===== config.mk =====
export PLATFORM = sky130hd
export DESIGN_NAME = ctrl_step_seq
export DESIGN_NICKNAME = d
export VERILOG_FILES = /design/src/rtl/ctrl_step_seq.sv
export SDC_FILE = /design/constraint.sdc
export NUM_CORES = 1
export LEC_CHECK = 0
export ABC_AREA = 1
export CAP_MARGIN = 30
export CORE_ASPECT_RATIO = 0.9
export CORE_UTILIZATION = 25
export DETAILED_ROUTE_END_ITERATION = 8
export REMOVE_ABC_BUFFERS = 1
export SYNTH_ARGS = -nofsm -noshare
export SYNTH_HDL_FRONTEND = slang
export SYNTH_SLANG_ARGS = --single-unit

===== constraint.sdc =====
create_clock -name clk -period 1.6 [get_ports clk]
set_input_delay 0.32 -clock clk [delete_from_list [all_inputs] [get_ports clk]]
set_output_delay 0.32 -clock clk [all_outputs]
set_load 0.01 [all_outputs]

===== src/rtl/ctrl_step_seq.sv =====
// Control-step timing generator: steps T0..T(NUM_STEPS-1), HOLD clocks each, with a guarded strobe window.
// Optional single-step mode (step_go advances from PAUSE) under `define CTRL_STEP_SEQ_SINGLE_STEP_EN.
`timescale 1ns/1ps
module ctrl_step_seq #(
  parameter int unsigned NUM_STEPS = 8,
  parameter int unsigned STEP_W    = 3,
  parameter int unsigned HOLD      = 4,
  parameter int unsigned LEAD      = 1,
  parameter int unsigned TRAIL     = 1,
  parameter int unsigned COUNT_W   = 16
) (
  input  logic                 clk,
  input  logic                 reset,
  input  logic                 run,
  input  logic                 end_seq,
  input  logic                 stall,
  input  logic                 clr,
`ifdef CTRL_STEP_SEQ_SINGLE_STEP_EN
  input  logic                 single_mode,
  input  logic                 step_go,
`endif
  output logic [STEP_W-1:0]    step_idx,
  output logic [NUM_STEPS-1:0] step_onehot,
  output logic                 window,
  output logic                 busy,
  output logic                 done,
  output logic [COUNT_W-1:0]   seq_count
);

  localparam int unsigned CNT_W = (HOLD > 2) ? $clog2(HOLD) : 2;

  generate
    if (NUM_STEPS < 2 || STEP_W < 1 || (2 ** STEP_W) < NUM_STEPS ||
        HOLD < LEAD + TRAIL + 1 || COUNT_W < 1) begin : g_bad_params
      $error("ctrl_step_seq: illegal parameter combination");
    end
  endgenerate

  localparam logic [1:0] S_IDLE  = 2'd0;
  localparam logic [1:0] S_STEP  = 2'd1;
`ifdef CTRL_STEP_SEQ_SINGLE_STEP_EN
  localparam logic [1:0] S_PAUSE = 2'd2;
`endif

  logic [1:0]           state_q, state_d;
  logic [STEP_W-1:0]    step_q, step_d;
  logic [CNT_W-1:0]     cnt_q, cnt_d;
  logic                 end_pend_q, end_pend_d;
  logic                 busy_q, busy_d;
  logic                 done_q, done_d;
  logic                 window_q, window_d;
  logic [NUM_STEPS-1:0] onehot_q, onehot_d;
  logic [COUNT_W-1:0]   seq_count_q, seq_count_d;
  logic                 advance;
  logic                 seq_end;

  always_comb begin
    state_d     = state_q;
    step_d      = step_q;
    cnt_d       = cnt_q;
    end_pend_d  = end_pend_q;
    busy_d      = busy_q;
    done_d      = 1'b0;
    seq_count_d = seq_count_q;
    advance     = 1'b0;
    seq_end     = end_pend_q | end_seq | (step_q == STEP_W'(NUM_STEPS - 1));

    case (state_q)
      S_IDLE: begin
        if (run) begin
          state_d    = S_STEP;
          step_d     = '0;
          cnt_d      = '0;
          busy_d     = 1'b1;
          end_pend_d = 1'b0;
        end
      end
      S_STEP: begin
        if (end_seq) end_pend_d = 1'b1;
        if (!stall) begin
          if (cnt_q != CNT_W'(HOLD - 1)) begin
            cnt_d = cnt_q + CNT_W'(1);
          end else begin
`ifdef CTRL_STEP_SEQ_SINGLE_STEP_EN
            if (single_mode) state_d = S_PAUSE;
            else             advance = 1'b1;
`else
            advance = 1'b1;
`endif
          end
        end
      end
`ifdef CTRL_STEP_SEQ_SINGLE_STEP_EN
      S_PAUSE: begin
        if (end_seq) end_pend_d = 1'b1;
        if (step_go) advance = 1'b1;
      end
`endif
      default: begin
        state_d = S_IDLE;
        busy_d  = 1'b0;
      end
    endcase

    // Step boundary: either move to the next step or close the sequence (restart if run is held).
    if (advance) begin
      cnt_d = '0;
      if (seq_end) begin
        done_d      = 1'b1;
        seq_count_d = seq_count_q + COUNT_W'(1);
        end_pend_d  = 1'b0;
        step_d      = '0;
        state_d     = run ? S_STEP : S_IDLE;
        busy_d      = run;
      end else begin
        step_d  = step_q + STEP_W'(1);
        state_d = S_STEP;
      end
    end

    if (clr) begin
      state_d     = S_IDLE;
      step_d      = '0;
      cnt_d       = '0;
      end_pend_d  = 1'b0;
      busy_d      = 1'b0;
      done_d      = 1'b0;
      seq_count_d = seq_count_q;
    end

    window_d = busy_d && (state_d == S_STEP) &&
               (32'(cnt_d) >= LEAD) && (32'(cnt_d) < HOLD - TRAIL);
    onehot_d = busy_d ? (NUM_STEPS'(1) << step_d) : '0;
  end

  always_ff @(posedge clk or negedge reset) begin
    if (!reset) begin
      state_q     <= S_IDLE;
      step_q      <= '0;
      cnt_q       <= '0;
      end_pend_q  <= 1'b0;
      busy_q      <= 1'b0;
      done_q      <= 1'b0;
      window_q    <= 1'b0;
      onehot_q    <= '0;
      seq_count_q <= '0;
    end else begin
      state_q     <= state_d;
      step_q      <= step_d;
      cnt_q       <= cnt_d;
      end_pend_q  <= end_pend_d;
      busy_q      <= busy_d;
      done_q      <= done_d;
      window_q    <= window_d;
      onehot_q    <= onehot_d;
      seq_count_q <= seq_count_d;
    end
  end

  assign step_idx    = step_q;
  assign step_onehot = onehot_q;
  assign window      = window_q;
  assign busy        = busy_q;
  assign done        = done_q;
  assign seq_count   = seq_count_q;

endmodule


==> results.sh <==
export IMPL_hold_path_class="input port to async pin"
export IMPL_placedCellCount=373
export IMPL_grt_overflow=0
export IMPL_cts_sink_count=35
export IMPL_crit_start="seq_count[13]$_DFFE_PN0P_"
export IMPL_ctsHoldBuffers=0
export IMPL_cts_tree="yes"
export IMPL_synth_seq_area_share_pct=48.3
export IMPL_nets=306
export IMPL_setup_slack_ns=0.0287
export IMPL_rrSetupSlack_ns=0.05
export IMPL_cp_num_buf_inv=1
export IMPL_crit_family="buffers and inverters"
export IMPL_dp_hpwl_um=3110
export IMPL_fmax_mhz=636
export IMPL_finalHoldViolCount=0
export IMPL_finalWirelength_um=4350
export IMPL_cp_cell_sequence="clkdlybuf4s50_1"
export IMPL_synth_main_ff_cell="dfrtp_1"
export IMPL_drtAntennaViolNets=0
export IMPL_core_area_mm2=0.00704
export IMPL_worstRegToRegCells=11
export IMPL_gr_usage_met2_pct=20.2
export IMPL_crit_path_max_fanout=6
export IMPL_drive_gt1_share_pct=24.2
export IMPL_ioPinCount=36
export IMPL_rows=29
export IMPL_finalMaxSlewViolations=0
export IMPL_synth_warning_count=0
export IMPL_timing_rr_start="step_idx[1]$_DFF_PN0_"
export IMPL_start_util_pct=25.8
export IMPL_crit_path_top_delay_cell="clkdlybuf4s50_1"
export IMPL_cts_root_buf="clkbuf_8"
export IMPL_grt_max_degree=36
export IMPL_synth_edff_count=0
export IMPL_num_antenna_cells=0
export IMPL_htreeDepth=2
export IMPL_pre_cts_slack_ns=-0.201
export IMPL_syn_to_final_growth_pct=46.4
export IMPL_min_period_ns=1.57
export IMPL_run_status="complete, no violations"
export IMPL_syn_mean_instance_area_um2=7.85
export IMPL_clk_latency_ns=0.28
export IMPL_skew_ns=0.00980
export IMPL_maxCapViolCount=0
export IMPL_gr_usage_all_layers_pct=12.4
export IMPL_rsz0062_at_grt="true"
export IMPL_setup_violations_final=0
export IMPL_regArea_um2=882
export IMPL_fin_crit_sh_pct=98.2
export IMPL_rr_endpoint="step_onehot[7]$_DFF_PN0_"
export IMPL_final_cells=390
export IMPL_p_per_area_mw_per_mm2=623
export IMPL_syn_inst=231
export IMPL_num_vias=1642
export IMPL_worstPathArrival_ns=1.25
export IMPL_top_usage_layer="met2"
export IMPL_grt_pass1_wl_um=7360
export IMPL_fin_total_pwr_mw=1.65
export IMPL_dr_pass1_iters=4
export IMPL_die_area_mm2=0.00760
export IMPL_ys_async_sr_fraction_pct=100
export IMPL_grt_pass1_vias=1605
export IMPL_avgViaCountPerCell=4.21
export IMPL_drtIter0Drc=96
export IMPL_peakVddDrop_v=0.000293
export IMPL_die_h_um=82.8
export IMPL_p_leak_nw=1.38
export IMPL_use_met3_pct=3.37
export IMPL_place_congestion=0.819
export IMPL_cpPeakStageDelay_ns=0.55
export IMPL_drc_errors=0
export IMPL_ys_ff_latch=35
export IMPL_cp_data_required_time_ns=1.28
export IMPL_grt_util_met1_pct=16.3
export IMPL_path_class="flop to primary output"
export IMPL_drt_wirelength_per_cell_um=11.2
export IMPL_start_kind="flop"
export IMPL_path_clk_slew_ns=0.07
export IMPL_die_x_um=91.8
export IMPL_synth_area_mm2=0.00181
export IMPL_fillers=737
export IMPL_final_common_cell="nand2_1"
export IMPL_multiInputGateArea_um2=926
export IMPL_antenna_found_initial=0
export IMPL_yosysUniqueCellTypes=24
export IMPL_cts_max_path_buffers=2
export IMPL_final_cell_mix="nand2_1, dfrtp_1, nor2_1, clkdlybuf4s50_1, buf_4"
export IMPL_portBuffers=35
export IMPL_end_kind="primary output"
export IMPL_cts_made_buffers=5
## how the worst max path moves through the flow
stage                                     end  cells past startpoint  slack [ns]
floorplan           seq_count[12]$_DFFE_PN0P_                      8       -0.02
global placement     step_onehot[5]$_DFF_PN0_                      8       -0.17
detailed placement   step_onehot[1]$_DFF_PN0_                      8       -0.20
CTS                              seq_count[7]                      1       0.002
global route         step_onehot[7]$_DFF_PN0_                     11       -0.03
finish                          seq_count[13]                      1        0.03
## power breakdown
group          switching [mW]  internal [mW]
Combinational          0.0667         0.0436
Sequential            0.00491          0.891
Clock                   0.309          0.338
## routing by layer
metal / wire (µm) / share of wire [%]
met2: 1940 / 44
met3: 179 / 4.1
met4: 39 / 0.90
met5: 0 / 0
met1: 2200 / 50
## synth_stat cells (2+ instances only)
cell     instances  area share, %
a21oi_1          4            1.1
and2_1           2           0.69
dfrtp_1         35             48
ha_1             3            2.1
inv_1           16            3.3
inv_2            4           0.83
nand2_1         86             18
nand2_2          6            2.1
nand3_1         12            3.3
nand4_1          4            1.4
nor2_1          29            6.0
nor2_2           2           0.69
nor2_4           4            2.5
nor3_1           2           0.55
o21ai_0          4            1.1
xnor2_1          8            3.9
xor2_1           3            1.4
## through the flow
| stage | util, % | hold WS [ns] | TNS [ns] | cell area (µm²) |
|---|---|---|---|---|
| floorplan | - | 0.0244 | -0.0173 | 1810 |
| global placement | 34.1 | 0.510 | -2.03 | 2400 |
| detailed placement | 34.1 | 0.510 | -2.69 | 2400 |
| CTS | 35.7 | 0.422 | 0 | 2510 |
| global route | 37.7 | 0.430 | -0.132 | 2650 |
| finish | 37.7 | 0.416 | 0 | 2650 |
## area by class of cell
class | instances | area share [%]
clock buffers | 6 | 3.11
clock inverters | 1 | 0.189
inverters | 20 | 2.83
multi-input cells | 175 | 34.9
flip-flops and latches | 35 | 33.2
well taps | 93 | 4.38
repair buffers | 60 | 21.4
## kinds of logic (layout without fill, tap and decap cells)
group	after synthesis	in the layout	share of synthesized area, %
other cells	1	1	0.207
simple gates	151	151	36.9
buf+inv	21	87	4.55
flops	35	35	48.3
compound gates	9	9	2.62
fa+ha+maj	3	3	2.07
xor+xnor	11	11	5.31
## state kept, by name, indices dropped and copies added, names as in the netlist
signal	count
done	1
step_onehot	8
window	1
cnt_q	2
end_pend_q	1
seq_count	16
state_q	2
step_idx	3
busy	1
## timing repair
| action | in CTS | in global routing |
|---|---|---|
| gates cloned | 0 | 0 |
| endpoints found under the hold margin | 0 | 0 |
| pin swaps | 1 | 12 |
| gates resized for setup | 9 | 31 |
| setup buffers | 3 | 7 |
| setup endpoints to repair | 13 | 36 |
(Power assumes the default switching activity.)
